**config.mk**
```make
export PLATFORM = sky130hd
export DESIGN_NAME = bf_issue_ctrl
export DESIGN_NICKNAME = d
export VERILOG_FILES = /design/src/rtl/bf_pkg.sv /design/src/rtl/bf_delay_line.sv /design/src/rtl/bf_issue_ctrl.sv
export SDC_FILE = /design/constraint.sdc
export NUM_CORES = 1
export LEC_CHECK = 0
export ABC_AREA = 1
export ABC_CLOCK_PERIOD_IN_PS = 2100
export CAP_MARGIN = 40
export CELL_PAD_IN_SITES_DETAIL_PLACEMENT = 1
export CELL_PAD_IN_SITES_GLOBAL_PLACEMENT = 2
export CORE_MARGIN = 1
export CORE_UTILIZATION = 26
export CTS_BUF_LIST = sky130_fd_sc_hd__clkbuf_8
export DETAILED_ROUTE_END_ITERATION = 10
export PLACE_DENSITY = 0.8
export SLEW_MARGIN = 20
export SYNTH_ARGS = -nofsm -noshare
export SYNTH_HDL_FRONTEND = slang
export SYNTH_SLANG_ARGS = --single-unit
export TNS_END_PERCENT = 100
```
**constraint.sdc**
```tcl
create_clock -name clk -period 2.1 [get_ports clk]
set_input_delay 0.315 -clock clk [delete_from_list [all_inputs] [get_ports clk]]
set_output_delay 0.315 -clock clk [all_outputs]
set_load 0.005 [all_outputs]
```
**src/rtl/bf_pkg.sv**
```systemverilog
// Shared definitions for the butterfly network issue front end:
// config-RAM read latency and rule-address field helpers.
package bf_pkg;

  // Must equal the config RAM read latency of the network.
  localparam int BF_ADDR_LEAD = 2;

  localparam int BF_MAX_ADDR_W = 8;
  localparam int BF_ADDR_EXT_W = 4 * BF_MAX_ADDR_W;

  // Quadrant q: 0 = A (MSB field), 1 = B, 2 = C, 3 = D.
  function automatic logic [BF_MAX_ADDR_W-1:0] quad_field(
    input logic [BF_ADDR_EXT_W-1:0] addr,
    input int                       aw,
    input int                       q
  );
    logic [BF_ADDR_EXT_W-1:0] sh;
    sh = addr >> ((3 - q) * aw);
    return sh[BF_MAX_ADDR_W-1:0] & BF_MAX_ADDR_W'((1 << aw) - 1);
  endfunction

  function automatic logic addr_legal(
    input logic [BF_ADDR_EXT_W-1:0] addr,
    input int                       aw,
    input int                       depth
  );
    logic ok;
    ok = 1'b1;
    for (int q = 0; q < 4; q++) begin
      if (int'(quad_field(addr, aw, q)) >= depth) ok = 1'b0;
    end
    return ok;
  endfunction

endpackage

```
**src/rtl/bf_delay_line.sv**
```systemverilog
// Fixed-latency shift register for {valid, data}; only the valid bit
// (MSB) is reset so the wide data stages stay reset-free.
module bf_delay_line #(
  parameter int WIDTH = 17,
  parameter int DEPTH = 2
) (
  input  logic             clk,
  input  logic             rst,
  input  logic [WIDTH-1:0] i_d,
  output logic [WIDTH-1:0] o_q
);

  logic [DEPTH-1:0] r_vld;
  logic [WIDTH-2:0] r_dat [DEPTH];

  always_ff @(posedge clk) begin
    if (rst) begin
      r_vld <= '0;
    end else begin
      r_vld[0] <= i_d[WIDTH-1];
      for (int i = 1; i < DEPTH; i++) r_vld[i] <= r_vld[i-1];
    end
  end

  always_ff @(posedge clk) begin
    r_dat[0] <= i_d[WIDTH-2:0];
    for (int i = 1; i < DEPTH; i++) r_dat[i] <= r_dat[i-1];
  end

  assign o_q = {r_vld[DEPTH-1], r_dat[DEPTH-1]};

endmodule

```
**src/rtl/bf_issue_ctrl.sv**
```systemverilog
// Issue stage for the butterfly permutation network: credit-metered
// handshake, illegal-rule drop, and address-leads-data alignment.
module bf_issue_ctrl
  import bf_pkg::*;
#(
  parameter int DATA_WIDTH = 16,
  parameter int ADDR_WIDTH = 2,
  parameter int CFG_DEPTH  = 3,
  parameter int ADDR_LEAD  = BF_ADDR_LEAD,
  parameter int CREDITS    = 8,
  parameter int CNT_WIDTH  = 16
) (
  input  logic                           clk,
  input  logic                           rst,
  input  logic                           s_valid,
  output logic                           s_ready,
  input  logic [DATA_WIDTH-1:0]          s_data,
  input  logic [4*ADDR_WIDTH-1:0]        s_addr,
  input  logic                           cr_ret,
  output logic [ADDR_WIDTH-1:0]          bf_addr_A,
  output logic [ADDR_WIDTH-1:0]          bf_addr_B,
  output logic [ADDR_WIDTH-1:0]          bf_addr_C,
  output logic [ADDR_WIDTH-1:0]          bf_addr_D,
  output logic                           bf_dval,
  output logic [DATA_WIDTH-1:0]          bf_data,
  output logic [$clog2(CREDITS+1)-1:0]   credit_cnt,
  output logic [CNT_WIDTH-1:0]           drop_cnt,
  output logic                           cr_ovf
);

  localparam int CW = $clog2(CREDITS + 1);
  localparam logic [CW-1:0] CR_FULL = CW'(CREDITS);
  localparam logic [CW-1:0] CR_ONE  = CW'(1);

  logic [CW-1:0]            r_credit;
  logic [CNT_WIDTH-1:0]     r_drop;
  logic                     r_ovf;
  logic [ADDR_WIDTH-1:0]    r_addr_a, r_addr_b, r_addr_c, r_addr_d;
  logic                     r_vld_p0;
  logic [DATA_WIDTH-1:0]    r_data_p0;
  logic [BF_ADDR_EXT_W-1:0] w_addr_ext;
  logic                     w_legal, w_accept, w_issue, w_drop;
  logic [DATA_WIDTH:0]      w_dl_q;

  assign w_addr_ext = BF_ADDR_EXT_W'(s_addr);
  assign w_legal    = addr_legal(w_addr_ext, ADDR_WIDTH, CFG_DEPTH);
  assign s_ready    = (r_credit != '0);
  assign w_accept   = s_valid && s_ready;
  assign w_issue    = w_accept && w_legal;
  assign w_drop     = w_accept && !w_legal;

  always_ff @(posedge clk) begin
    if (rst) begin
      r_credit <= CR_FULL;
      r_drop   <= '0;
      r_ovf    <= 1'b0;
      r_addr_a <= '0;
      r_addr_b <= '0;
      r_addr_c <= '0;
      r_addr_d <= '0;
      r_vld_p0 <= 1'b0;
    end else begin
      r_vld_p0 <= w_issue;
      case ({w_issue, cr_ret})
        2'b10: r_credit <= r_credit - CR_ONE;
        2'b01: begin
          if (r_credit == CR_FULL) r_ovf <= 1'b1;
          else                     r_credit <= r_credit + CR_ONE;
        end
        default: ;
      endcase
      if (w_drop && (r_drop != '1)) r_drop <= r_drop + CNT_WIDTH'(1);
      if (w_issue) begin
        r_addr_a <= ADDR_WIDTH'(quad_field(w_addr_ext, ADDR_WIDTH, 0));
        r_addr_b <= ADDR_WIDTH'(quad_field(w_addr_ext, ADDR_WIDTH, 1));
        r_addr_c <= ADDR_WIDTH'(quad_field(w_addr_ext, ADDR_WIDTH, 2));
        r_addr_d <= ADDR_WIDTH'(quad_field(w_addr_ext, ADDR_WIDTH, 3));
      end
    end
  end

  // Stage p0: issued data captured alongside its address.
  always_ff @(posedge clk) begin
    if (w_issue) r_data_p0 <= s_data;
  end

  // Stages p1..pADDR_LEAD: data trails the address by the RAM latency.
  bf_delay_line #(
    .WIDTH (DATA_WIDTH + 1),
    .DEPTH (ADDR_LEAD)
  ) u_dly (
    .clk (clk),
    .rst (rst),
    .i_d ({r_vld_p0, r_data_p0}),
    .o_q (w_dl_q)
  );

  assign bf_dval    = w_dl_q[DATA_WIDTH];
  assign bf_data    = bf_dval ? w_dl_q[DATA_WIDTH-1:0] : '0;
  assign bf_addr_A  = r_addr_a;
  assign bf_addr_B  = r_addr_b;
  assign bf_addr_C  = r_addr_c;
  assign bf_addr_D  = r_addr_d;
  assign credit_cnt = r_credit;
  assign drop_cnt   = r_drop;
  assign cr_ovf     = r_ovf;

endmodule

```
==> impl_results.md <==
- Outcome: finished, final reports clean
- CTS buffer count: 9
- Drt first pass iters: 4
- Initial DRC Count: 65
- Antenna diodes: 0
- Initial antenna violation count: 0
- Antenna Nets Post-Route: 0
- Post-synthesis compound-gate area fraction: 4.92%
- CP Max Fanout: 12
- Tcrit/Tclk final: 92.3%
- Post-synth EDFFs: 16
- Post-synth cell types: 25
- Multiplexer area fraction after synthesis: 0%
- Pwr/cell area: 789 mW/mm2
- Post-Synth Adder-Cell Area: 1.97%
- Clk sink count: 80
- Post-synthesis cell count: 331
- Row Count: 38
- Ys Warns: 0
- Vias after detailed routing: 2,407
- Post-synthesis sequential area ratio: 60.2%
- Largest net degree at the start of global routing: 27
- Die width: 108 um
- Final Non-Filler Cells: 570
- CTS H-tree lvls: 3
- Hold_ws: 0.330 ns
- Critical path's top delay family: buffers and inverters
- Crit path kind: register to output pin
- Die Ht: 108 um
- Via density: 4.22
- Largest stage delay, worst path: 0.48 ns
- Global Route Usage Sum: 13.3%
- Hold_buf cts: 0
- Cells along the critical path: buf_4 > nand2_1 > inv_1 > clkdlybuf4s50_1
- Ys flop type: dfxtp_1
- Mapped Avg Cell Area: 8.83 um2
- Fmax: 516 MHz
- Worst slew margin: 70.0%
- Nets: 458
- Clock root cell: clkbuf_8
- Async SR Flop Fraction: 0%
- Mapped cell area: 0.00292 mm2
- WP data required: 1.78 ns
- CTS tree: built
- Port bufs: 74
- Synth Area in XOR/XNOR: 3.00%
- Initial Utilization: 26.9%
- Grt total ovfl: 0
- DRC violations left: 0
- Placer Congestion: 0.774
- Worst Path Arrival: 1.62 ns
- Final setup fails: 0
- Max clock buf depth: 2
- Critical Path End Type: output pin
- Dpl hpwl: 5370 um
- Fin. max-slew vios: 0
- Fraction of layout cells with a size suffix above 1: 11.2%
- Final Hold Fails: 0
- Worst path bufs/invs: 3
- Detailed Route WL: 7190 um
- Area delta synth->final: 40.7%
- Core area: 0.0109 mm2
- Crit-path slowest cell: clkdlybuf4s50_1
- Maxcap violations: 0
- Routed WL per cell: 12.6 um
- Vias in the first global route: 2,418
- Ports: 75
- Inst Count DP: 552
- CP startpoint kind: register
- Most frequent cells in the layout: 92 x nand2_1, 74 x clkdlybuf4s50_1, 64 x dfxtp_1, 41 x nor2_1, 35 x inv_1
- Die Area: 0.0117 mm2
- Power consumption: 3.25 mW
- Fin crit period: 1.94 ns
- LEAKAGE: 1.69 nW
- Worst skew pair latency: 0.35 ns
- Most common cell after layout, fill and taps aside: nand2_1
- Least-Margin Pin Slew: 0.449 ns
- VDD IR max: 0.264 mV
- Largest family of logic cells by synthesized area: simple AND/OR/NAND/NOR gates
- Yosys reg bits: 80
- Final Skew: 0.0146 ns
- Mapped Nets: 363
- Hold WC Path Type: register to register
- First-pass GRT wire length: 11,800 um
- Clk slew on worst S/H paths: 0.08 ns
- Post-Synth Simple-Gate Area: 22.7%
[where the power goes]
group	total (mW)	switching (mW)	leakage, nW	internal, mW
clock	1.00	0.577	0.0835	0.427
sequential	1.70	0.0443	0.678	1.66
combinational	0.542	0.255	0.931	0.287
[through the flow]
step	setup TNS, ns	util, %	cell area, um2	worst slack [ns]
final	0	37.8	4120	0.163
after global routing	-0.00361	37.8	4120	-0.00361
after CTS	0	37.4	4070	0.0224
after detailed placement	-0.522	35.8	3900	-0.249
after global placement	-0.285	35.8	3900	-0.156
after floorplan	0	-	2920	0.00870
[layout make-up]
cell class | count | area [um2]
fillers | 1262 | 6770
flip-flops and latches | 80 | 1760
multi-input cells | 204 | 986
repair buffers | 93 | 883
well taps | 140 | 175
inverters | 38 | 143
clock buffers | 9 | 124
clock inverters | 6 | 42.5
[path summary, 6_finish.rpt]
check	from	endpoint	slack, ns	depth (start not counted)
setup / recovery	u_dly.r_vld[1]	bf_data[5]	0.16	4
hold / removal	u_dly.r_dat[0][4]	u_dly.r_dat[0][20]	0.33	0
setup reg to reg	credit_cnt[1]	credit_cnt[3]	0.19	15
hold reg to reg	u_dly.r_dat[0][4]	u_dly.r_dat[0][20]	0.33	0
[routing by layer]
metal  track usage, %  wire length [um]  vias up
met5                0                 0        -
met4             7.34               165        0
met3             1.81               135       11
met2             23.1              3620       40
met1             15.8              3270     1136
li1                 -                 -     1220
[what timing repair did]
item | in CTS | in global routing
buffers inserted | 0 | 3
endpoints found under the setup margin | 1 | 2
gates resized for setup | 1 | 6
hold endpoints to repair | 0 | 0
pin swaps | 0 | 3
[synth_stat cells, types with 2 or more instances]
library cell	instances	area share (%)
dfxtp_1	64	44
clkbuf_1	5	0.64
nand4_1	5	1.1
nand2_1	92	12
nor2_1	45	5.8
nand3_1	12	2.1
xor2_1	3	0.90
o21ai_0	11	1.9
inv_2	2	0.26
a21oi_1	16	2.7
nor2_2	3	0.64
buf_6	2	0.77
xnor2_1	7	2.1
inv_1	36	4.6
edfxtp_1	16	16
ha_1	3	1.3
[worst reg2reg max path, stage by stage, from the launching register on]
cell	delay, ns
dfxtp_1	0.34
nor2_4	0.13
nand2_1	0.10
nand2_1	0.12
nor2_4	0.05
nor2_2	0.12
inv_2	0.08
ha_1	0.28
nand2_1	0.07
inv_1	0.04
nand2_1	0.05
nand3_1	0.08
inv_1	0.06
nand3_1	0.09
nand3_1	0.10
nand3_1	0.07
[registers in the layout (all words and copies together) (netlist names)]
signal       flops
bf_addr_A        2
bf_addr_B        2
bf_addr_C        2
bf_addr_D        2
cr_ovf           1
credit_cnt       4
drop_cnt        16
r_data_p0       16
r_vld_p0         1
u_dly.r_dat     32
u_dly.r_vld      2
[cell families (layout without fill, tap and decap cells)]
group / Yosys count / after routing
flip-flops: 80 / 80
adder cells (fa/ha/maj): 4 / 4
AO/OA/AOI/OAI: 28 / 28
XOR/XNOR: 10 / 10
buffers and inverters: 47 / 146
AND/OR/NAND/NOR: 162 / 162
Note: power is estimated with default switching activity, not from simulation.
